===== src/rtl/bus_pkg.sv =====
// Shared types and constants for the round-robin bus arbiter.
// Optional grant watchdog in bus_rr_arbiter is enabled with `define ARB_TIMEOUT_EN.
package bus_pkg;

  typedef enum logic [1:0] {
    IDLE    = 2'd0,
    GRANT   = 2'd1,
    RELEASE = 2'd2
  } arb_state_t;

  localparam int DEF_NUM_MASTERS = 4;
  localparam int DEF_NUM_SLAVES  = 3;
  localparam int DEF_MAX_HOLD    = 256;

  // Index width for n items; a single item still needs one select bit.
  function automatic int sel_width(input int n);
    int w;
    w = $clog2(n);
    return (w < 1) ? 1 : w;
  endfunction

endpackage


===== src/rtl/rr_pick.sv =====
// Combinational rotate-priority encoder: first set request after index 'last',
// wrapping modulo N.
module rr_pick #(
  parameter int N = 4,
  parameter int W = 2
) (
  input  logic [N-1:0] req,
  input  logic [W-1:0] last,
  output logic [W-1:0] winner,
  output logic         valid
);

  always_comb begin
    int idx;
    logic [W-1:0] sel;
    idx    = 0;
    sel    = '0;
    winner = '0;
    valid  = 1'b0;
    // Scan last+1 .. last+N so the previous owner is checked last.
    for (int k = 1; k <= N; k++) begin
      idx = (int'(last) + k) % N;
      sel = W'(idx);
      if (!valid && req[sel]) begin
        valid  = 1'b1;
        winner = sel;
      end
    end
  end

endmodule


===== src/rtl/bus_rr_arbiter.sv =====
// Round-robin arbiter for the shared serial bus; grants only when all slaves are ready.
// Define ARB_TIMEOUT_EN to add the MAX_HOLD grant watchdog and per-master mask.
module bus_rr_arbiter
  import bus_pkg::*;
#(
  parameter int NUM_MASTERS = DEF_NUM_MASTERS,
  parameter int NUM_SLAVES  = DEF_NUM_SLAVES,
  parameter int MSEL_W      = 2,
  parameter int MAX_HOLD    = DEF_MAX_HOLD
) (
  input  logic                   clk,
  input  logic                   rstn,
  input  logic [NUM_MASTERS-1:0] breq,
  input  logic [NUM_SLAVES-1:0]  sready,
  output logic [NUM_MASTERS-1:0] bgrant,
  output logic [MSEL_W-1:0]      msel,
  output logic                   bus_busy,
  output logic                   timeout
);

  if (MSEL_W != sel_width(NUM_MASTERS)) begin : g_bad_msel_w
    $error("bus_rr_arbiter: MSEL_W must equal max(1, clog2(NUM_MASTERS))");
  end
  if (MAX_HOLD < 1) begin : g_bad_max_hold
    $error("bus_rr_arbiter: MAX_HOLD must be at least 1");
  end

  localparam logic [MSEL_W-1:0] LAST_RST = MSEL_W'(NUM_MASTERS - 1);

  arb_state_t               state, state_nx;
  logic [NUM_MASTERS-1:0]   bgrant_nx;
  logic [MSEL_W-1:0]        msel_nx;
  logic                     busy_nx;
  logic [MSEL_W-1:0]        last, last_nx;
  logic [NUM_MASTERS-1:0]   pick_req;
  logic [MSEL_W-1:0]        pick_winner;
  logic                     pick_valid;
  logic                     all_ready;
  logic                     owner_req;

  assign all_ready = &sready;
  assign owner_req = breq[msel];

`ifdef ARB_TIMEOUT_EN
  localparam int HOLD_W = $clog2(MAX_HOLD + 1);
  localparam logic [HOLD_W-1:0] HOLD_LAST = HOLD_W'(MAX_HOLD - 1);

  logic [HOLD_W-1:0]      hold_cnt, hold_nx;
  logic [NUM_MASTERS-1:0] mask, mask_nx;
  logic                   timeout_nx;

  assign pick_req = breq & ~mask;
`else
  assign pick_req = breq;
  assign timeout  = 1'b0;
`endif

  rr_pick #(
    .N (NUM_MASTERS),
    .W (MSEL_W)
  ) u_pick (
    .req    (pick_req),
    .last   (last),
    .winner (pick_winner),
    .valid  (pick_valid)
  );

  always_ff @(posedge clk or negedge rstn) begin
    if (!rstn) begin
      state    <= IDLE;
      bgrant   <= '0;
      msel     <= '0;
      bus_busy <= 1'b0;
      last     <= LAST_RST;
    end else begin
      state    <= state_nx;
      bgrant   <= bgrant_nx;
      msel     <= msel_nx;
      bus_busy <= busy_nx;
      last     <= last_nx;
    end
  end

`ifdef ARB_TIMEOUT_EN
  always_ff @(posedge clk or negedge rstn) begin
    if (!rstn) begin
      hold_cnt <= '0;
      mask     <= '0;
      timeout  <= 1'b0;
    end else begin
      hold_cnt <= hold_nx;
      mask     <= mask_nx;
      timeout  <= timeout_nx;
    end
  end
`endif

  // A grant always passes GRANT -> RELEASE -> IDLE before the bus changes hands.
  always_comb begin
    state_nx  = state;
    bgrant_nx = bgrant;
    msel_nx   = msel;
    busy_nx   = bus_busy;
    last_nx   = last;
`ifdef ARB_TIMEOUT_EN
    hold_nx    = hold_cnt;
    mask_nx    = mask & breq;
    timeout_nx = 1'b0;
`endif
    case (state)
      IDLE: begin
        if (pick_valid && all_ready) begin
          bgrant_nx              = '0;
          bgrant_nx[pick_winner] = 1'b1;
          msel_nx                = pick_winner;
          busy_nx                = 1'b1;
          state_nx               = GRANT;
`ifdef ARB_TIMEOUT_EN
          hold_nx                = '0;
`endif
        end
      end
      GRANT: begin
        if (!owner_req) begin
          bgrant_nx = '0;
          last_nx   = msel;
          state_nx  = RELEASE;
        end
`ifdef ARB_TIMEOUT_EN
        else if (hold_cnt == HOLD_LAST) begin
          // Watchdog revoke: the stuck owner sits out until it drops its request.
          bgrant_nx     = '0;
          last_nx       = msel;
          state_nx      = RELEASE;
          timeout_nx    = 1'b1;
          mask_nx[msel] = 1'b1;
        end else begin
          hold_nx = hold_cnt + 1'b1;
        end
`endif
      end
      RELEASE: begin
        if (all_ready) begin
          busy_nx  = 1'b0;
          state_nx = IDLE;
        end
      end
      default: begin
        state_nx  = IDLE;
        bgrant_nx = '0;
        busy_nx   = 1'b0;
      end
    endcase
  end

endmodule


===== config.mk =====
export PLATFORM = sky130hd
export DESIGN_NAME = bus_rr_arbiter
export DESIGN_NICKNAME = d
export VERILOG_FILES = /design/src/rtl/bus_pkg.sv /design/src/rtl/rr_pick.sv /design/src/rtl/bus_rr_arbiter.sv
export SDC_FILE = /design/constraint.sdc
export NUM_CORES = 1
export LEC_CHECK = 0
export CORE_AREA = 5 5 42 44
export DETAILED_ROUTE_END_ITERATION = 10
export DIE_AREA = 0 0 47 49
export GPL_TIMING_DRIVEN = 0
export PLACE_DENSITY = 0.77
export RECOVER_POWER = 50
export SYNTH_ARGS = -nofsm -noshare
export SYNTH_HDL_FRONTEND = slang
export SYNTH_SLANG_ARGS = --single-unit
export TNS_END_PERCENT = 10

===== constraint.sdc =====
create_clock -name clk -period 4.95 [get_ports clk]
set_input_delay 0.495 -clock clk [delete_from_list [all_inputs] [get_ports clk]]
set_output_delay 0.495 -clock clk [all_outputs]
set_load 0.01 [all_outputs]

==> Word level (Yosys, flattened, before mapping) <==
Cells that the tools add are included.
{ "classes": {"add_sub_neg": 4, "n_mul": 0, "div_mod_pow": 0, "n_lt_le_gt_ge": 7, "eq_ne": 5, "n_shift": 0, "muxes": 30, "n_bitwise": 3, "reduce_logical": 15} }
{ "op_table": {"columns": ["op", "n"], "rows": [
  ["< comparator 2 x 3 -> 1 bit, second input constant", 6],
  ["2-to-1 mux 2 bit", 7],
  ["2-to-1 mux 1 bit", 12],
  ["one-hot mux 4 bit (3 select lines)", 1],
  ["AND reduction 3 bit", 4],
  ["binary-select mux 1 bit (select 2 bit)", 5],
  ["2-to-1 mux 4 bit", 2],
  ["!= test 2 bit, second input constant", 3],
  ["one-hot mux 2 bit (3 select lines)", 1],
  ["logical AND 1 bit", 5],
  ["adder 2 x 1 -> 2 bit, second input constant", 2],
  ["adder 2 bit, second input constant", 2],
  ["AND reduction 2 bit", 2],
  ["logical NOT 1 bit", 3],
  ["NOT 1 bit", 3],
  ["one-hot mux 1 bit (3 select lines)", 1],
  ["demux 1 bit (select 2 bit)", 1],
  ["equality test 2 x 1 -> 1 bit, second input constant", 1],
  ["equality test 2 bit, second input constant", 1],
  ["greater-or-equal comparator 2 x 1 -> 1 bit, second input constant", 1],
  ["logical NOT 2 bit", 1]
]} }
{ "totals": {"regBits": 11, "latch_bits": 0, "ramBits": 0, "mem_bits_ro": 0, "word_cells": 69, "mem_count": 0} }

==> Depth between registers and ports, before layout <==
Gate-level depths: netlist (run 1).
{ "depth": {"ltp_word": 19, "depth_mapped": 4, "mapped_depth_nobuf": 4} }

==> By module <==
From an unflattened synthesis (run 1), not the netlist that was laid out.
{ "unflattened": {"cells_unflattened": 61, "hier_area_um2": 648.1} }
{ "by_module_without_submodules": {"columns": ["module", "n_inst", "cells_per_inst", "area_per_inst_um2", "seq_area_each_um2"], "rows": [
  ["bus_rr_arbiter", 1, 47, 556.8, 277.8],
  ["rr_pick", 1, 14, 91.3, 0.0]
]} }

==> Worst setup path before layout (run 1) <==
No wires, ideal clock.
{ "synth_timing": {"kind": "input-to-reg", "startpoint": "input port breq[1]", "endpoint": "register last[0]", "setup_time_ns": 0.082, "arrival_ns": 1.595, "required_time_ns": 4.868, "setup_slack_ns": 3.272, "path_stages": 3, "path_buffers": 0, "cell_sequence": "mux4_1 -> nor3b_2 -> mux2_2"} }
{ "synth_between": {"elab_chain_cells": 4} }
{ "synth_lines": {"columns": ["element", "line", "text"], "rows": [
  ["start: declaration", "bus_rr_arbiter.sv:13", "input logic [NUM_MASTERS-1:0] breq,"],
  ["binary-select mux 1 bit (select 2 bit)", "bus_rr_arbiter.sv:42", "assign owner_req = breq[msel];"],
  ["2-to-1 mux 1 bit (implied by the code)", "bus_rr_arbiter.sv:42", null],
  ["NOT 1 bit (no line)", null, null],
  ["AND reduction 2 bit (no line)", null, null],
  ["end signal: assignment", "bus_rr_arbiter.sv:80", "last <= last_nx;"],
  ["end: declaration", "bus_rr_arbiter.sv:34", "logic [MSEL_W-1:0] last, last_nx;"]
]} }
No other way between the ends. The select of a mux whose other input is x is not followed.
A chain may end at the register's enable or synchronous reset.

==> Final worst setup path (run 1) <==
{ "layout_timing": {"startpoint": "input port breq[1]", "endpoint": "register last[1]"} }
The elaborated chain is that of the path after synthesis.

==> results.yml, run 1 <==
drt:
  viasPerCell: 5.84
  ant_nets: 0
  drc_errors: 0
  dr.pass1.iters: 4
  vias: 514
  routed_wirelength_um: 1310
  drt_iter0_drc: 14
  wl_per_cell_um: 14.9
final_layout:
  area_growth_pct: 31.4
  diodes: 0
  nets: 82
  stdcell_count: 88
  drive_gt1_share_pct: 16.7
placement:
  dp_hpwl_um: 1010
  gp_congestion: 0.726
  place_inst: 84
  numPortBuffers: 15
clock_network:
  clockRootBuffer: "clkbuf_4"
  postCtsHoldBufs: 0
  cts_tree: "done"
  clk_pin_slew_worst_paths_ps: 70
  post_cts_buffers: 0
  insertion_delay_ps: 270
  ctsResizeCount: 0
  cts.sinks: 11
  cts.path.max_buffers: 2
  numCtsBuffers: 3
  htreeDepth: 1
pwr:
  intPower_uw: 258
  p_per_area_nw_per_um2: 495
  p_leak_nw: 0.333
  power_uw: 394
  p_seq_share_pct: 43.5
  p_comb_share_pct: 41.2
  power_frac_clock_pct: 15.3
  swShare_pct: 34.5
  vdd.ir_drop.worst_v: 0.000253
  p_sw_uw: 136
worst_setup_path:
  cp_slowest_stage_delay_ps: 600
  path_cells: "clkdlybuf4s50_1 > mux4_1 > nor3b_2 > mux2_2"
  r2r-end: "last[1]"
  critical_path.slowest_cell: "mux4_1"
  rr_startpoint: "msel[0]"
  crit_fanout: 7
  required_ps: 5150
  reg2reg_depth: 3
  r2r_setup_slack_ps: 3170
  critPathKind: "input port to flip-flop"
  cp_top_family: "multiplexers"
  startpoint_type: "input port"
  critical_path_arrival_ps: 2290
  cp-end-kind: "flip-flop"
  cp_num_buf_inv: 1
status:
  outcome: "complete, no violations"
floorplanning:
  rows: 14
  dieArea_um2: 2300
  core_area_um2: 1400
  die_w_um: 47
  initial_core_util_pct: 43.2
  num_io_pins: 17
  die_height_um: 49
global_route:
  overflow: 0
  grt_pass1_wl_um: 2180
  antenna_found_initial: 0
  grtUsageTotal_pct: 13.0
  grt_max_degree: 12
  grt_pass1_vias: 520
worst_hold_path:
  hold_path_startpoint: "bgrant[0]"
  hold_path_depth: 1
  whs_endpoint: "bgrant[0]"
  hold_path.class: "flip-flop to flip-flop"
logic_synthesis:
  synth_cell_types: 30
  avgSynthCellArea_um2: 11.4
  synth.cell_area_um2: 606
  async_flop_share_pct: 100
  ys.flop_type: "dfrtp_1"
  syn_nets: 62
  ys_seq_area_share_pct: 45.9
  ys_ff_latch: 11
  synth_cells: 53
  yosys_warnings: 0
  synth-edff-count: 0
timing:
  hold_violations: 0
  finalCritPeriodShare_pct: 42.3
  worst_pin_slew_ps: 612
  skew_ps: 1.76
  maxSlewViolCount: 0
  slew_headroom_pct: 58.8
  fin_setup_tns_ps: 0
  finalSetupViolations: 0
  timing.fmax_mhz: 477
  rsz0062_at_grt: "no"
  period_minus_slack_ps: 2090
flow_run:
  drv_cap: 0
[metal layers]
metal	wire length, um	GRT usage, %
met5	0	0
met4	32	8.29
met2	614	19.7
met1	592	16.2
met3	72	2.58
[synthesized netlist by cell type (2+ instances only)]
cell,number,share of area (%)
a21oi_1,3,2.5
a21o_1,2,2.5
a22o_1,2,2.9
nand2_1,4,2.5
dfrtp_1,9,37
o2bb2ai_1,2,2.9
nor3_1,2,1.7
nand2b_1,2,2.1
o21ai_0,3,2.5
dfstp_2,2,8.7
nor2_1,2,1.2
mux2_2,2,3.7
[cells in the final DEF, fill, tap and decap left out]
cell type         n
nor3b_1           1
clkdlybuf4s50_1  12
o221ai_1          1
nand2_1           4
nand2b_1          2
nor4_1            2
o21ai_0           3
clkbuf_4          3
nand3b_1          1
o31ai_1           1
o2bb2ai_1         2
dlygate4sd3_1     3
and2b_1           1
mux2_2            2
dfrtp_1           9
o221a_2           1
conb_1            1
a21boi_0          1
nor4_4            1
a31oi_1           1
nand3_1           1
nor2_1            2
dfstp_2           2
mux4_1            1
a22o_1            2
clkbuf_1          1
a21o_1            2
or4_4             1
mux2i_1           1
buf_4             1
nor3_1            2
a21oi_1           3
nor3b_2           1
[metrics by stage]
stage	util (%)	hold WS, ps	area, um2	worst slack, ps
2_1_floorplan	-	199	606	3270
3_3_place_gp	55.4	484	776	2600
3_5_place_dp	55.4	481	776	2570
4_1_cts	57.2	499	802	2840
5_1_grt	56.8	525	796	2680
6_report	56.8	488	796	2860
[worst max path at each step]
stage,endpoint,start,cells after the start
5_1_grt,bgrant[2],breq[0],5
6_report,last[1],breq[1],4
2_1_floorplan,last[0],breq[1],3
3_5_place_dp,last[1],breq[1],4
3_3_place_gp,last[0],breq[1],4
4_1_cts,last[1],breq[1],4
[state kept, by name, summed over array words and instances (netlist names)]
name      cells
last          2
bgrant        4
msel          2
bus_busy      1
state         2
[cell families (layout without fill, tap and decap cells)]
group,after synthesis,in the layout,share of synthesized area (%)
AND/OR/NAND/NOR,19,19,22.5
AO/OA/AOI/OAI,17,17,20.0
flip-flops,11,11,45.9
multiplexers,4,4,9.71
other,1,1,0.619
buffers and inverters,1,20,1.24
[final cells by class]
type | count | area (um2)
plain buffers | 1 | 7.51
flip-flops and latches | 11 | 278
fillers | 134 | 606
repair buffers | 15 | 150
clock buffers | 4 | 26.3
well taps | 16 | 20.0
multi-input cells | 41 | 314
[power groups by stage]
stage	combinational, mW	sequential (mW)	clock (mW)
2_1_floorplan	0.0841	0.176	0
4_1_cts	0.166	0.171	0.0618
6_report	0.162	0.171	0.0603
3_5_place_dp	0.164	0.173	0
3_3_place_gp	0.162	0.171	0
5_1_grt	0.176	0.179	0.0654
(Power assumes the default switching activity.)
==> run 2: changes to the inputs <==
Settings changed: CORE_AREA 5 5 42 44 to 5 5 45 47, DIE_AREA 0 0 47 49 to 0 0 50 52, PLACE_DENSITY 0.77 to 0.7.
Clock period 4.95 ns to 1.7 ns, I/O delays scaled along.
==> run 2 against run 1 <==
Critical path depth decreased by 1; first-iteration DRC count rose by 7.1%; via count fell by 1.9%; combinational power grew to 3.1 times the previous value; final cell count rose by 3.4%; worst hold slack lost 200 ps; critical path type is now flip-flop to flip-flop; highest routed layer unchanged.
==> results.yml, run 2 (same netlist as run 1, synthesis figures left out) <==
worst_setup_path:
  cp-end-kind: "flip-flop"
  cp_top_family: "multiplexers"
  startpoint_type: "flip-flop"
  critical_path.slowest_cell: "mux4_2"
  cp_num_buf_inv: 0
  critPathKind: "flip-flop to flip-flop"
  cp_slowest_stage_delay_ps: 560
  crit_fanout: 3
  path_cells: "mux4_2 > nor3b_4 > mux2_2"
  required_ps: 1890
  critical_path_arrival_ps: 1840
clock_network:
  cts.sinks: 11
  cts_tree: "done"
  cts.path.max_buffers: 2
  insertion_delay_ps: 260
  clk_pin_slew_worst_paths_ps: 70
  numCtsBuffers: 3
  clockRootBuffer: "clkbuf_4"
  htreeDepth: 1
  postCtsHoldBufs: 0
timing:
  timing.fmax_mhz: 608
  period_minus_slack_ps: 1640
  rsz0062_at_grt: "no"
  finalCritPeriodShare_pct: 96.7
  setup_ws_ps: 56.0
  maxSlewViolCount: 0
  worst_pin_slew_ps: 618
  slew_headroom_pct: 58.4
  holdWs_ps: 290
  skew_ps: 0.906
  finalSetupViolations: 0
  fin_setup_tns_ps: 0
  hold_violations: 0
global_route:
  overflow: 0
  grt_pass1_vias: 465
  grt_max_degree: 12
  antenna_found_initial: 0
  grt_pass1_wl_um: 2160
  grtUsageTotal_pct: 11.2
placement:
  dp_hpwl_um: 1050
  place_inst: 85
  place_ws_ps: -309
  gp_congestion: 0.741
  dpl_cell_area_um2: 777
  numPortBuffers: 15
final_layout:
  postLayoutCoreUtil_pct: 50.2
  stdcell_count: 91
  final_area_um2: 811
  area_growth_pct: 33.9
  diodes: 0
  largest_reg_flops: 4
  drive_gt1_share_pct: 21.6
  regMostFlops: "bgrant"
  n_fill_cell: 152
  final_common_cell: "clkdlybuf4s50_1"
  nets: 84
  final_cell_mix: "clkdlybuf4s50_1, dfrtp_1, nand2_1, dlygate4sd2_1"
pwr:
  intPower_uw: 778
  power_mw: 1.19
  p_seq_share_pct: 43.0
  swShare_pct: 34.4
  vdd.ir_drop.worst_v: 0.000556
  p_per_area_nw_per_um2: 1460
  power_frac_clock_pct: 14.6
  p_sw_uw: 408
  p_leak_nw: 0.347
  p_comb_share_pct: 42.4
drt:
  m1WireLength_um: 557
  drt_iter0_drc: 15
  wl_per_cell_um: 14.4
  drc_errors: 0
  met2_length_um: 632
  wl_met3_um: 73
  dr.pass1.iters: 3
  routed_wirelength_um: 1310
  ant_nets: 0
  viasPerCell: 5.54
  highest_layer: "met4"
  vias: 504
floorplanning:
  core_area_um2: 1610
  initial_core_util_pct: 37.5
  num_io_pins: 17
  rows: 15
  dieArea_um2: 2600
  die_height_um: 52
  die_w_um: 50
flow_run:
  drv_cap: 0
worst_hold_path:
  hold_path.class: "input port to asynchronous set/reset pin"
status:
  outcome: "complete, no violations"
[run 2: changes by cell type in the layout (fill, tap and decap cells not counted), sizes merged]
cell and delta:
dlygate4sd2 +4, clkdlybuf4s50 -3, dlygate4sd3 -1, buf +2
[run 2: worst reg2reg max path: cells and delay by family, from the launching register on]
family | cells | cell delay (ps)
mux | 2 | 920
flops | 1 | 390
simple gates | 1 | 260
[run 2: cell type report]
class	count	area, um2	area share, %
multi-input combinational	41	317	39.0
buffer	1	7.51	0.926
timing repair buffer	17	160	19.8
clock buffer	4	26.3	3.24
tap	17	21.3	2.62
sequential	11	279	34.4
[run 2: what timing repair did]
| action | CTS | global route |
|---|---|---|
| buffers inserted | 1 | 1 |
| pin swaps | 1 | 0 |
| endpoints found under the setup margin | 4 | 4 |
| gates resized for setup | 5 | 3 |
[run 2: path summary, 6_finish.rpt]
check,from,end,slack (ps),depth (start not counted)
worst min register to register,bgrant[0],bgrant[0],500,1
max in group asynchronous,rstn,last[0],1070,1
worst max-delay path,msel[0],last[0],60,3
worst max register to register,msel[0],last[0],60,3
worst min-delay path,rstn,bus_busy,290,1
min in group clk,bgrant[0],bgrant[0],500,1
[run 2: power by group through the flow]
stage	logic, mW	registers [mW]	clock network (mW)
after floorplan	0.245	0.512	0
after global placement	0.472	0.502	0
after detailed placement	0.478	0.511	0
after CTS	0.485	0.507	0.184
after global routing	0.547	0.528	0.193
final	0.503	0.509	0.173
[run 2: metal layers]
layer	track usage, %	vias up
met4	9.17	0
li1	-	248
met2	17.6	10
met5	0	-
met3	2.87	4
met1	12.6	242
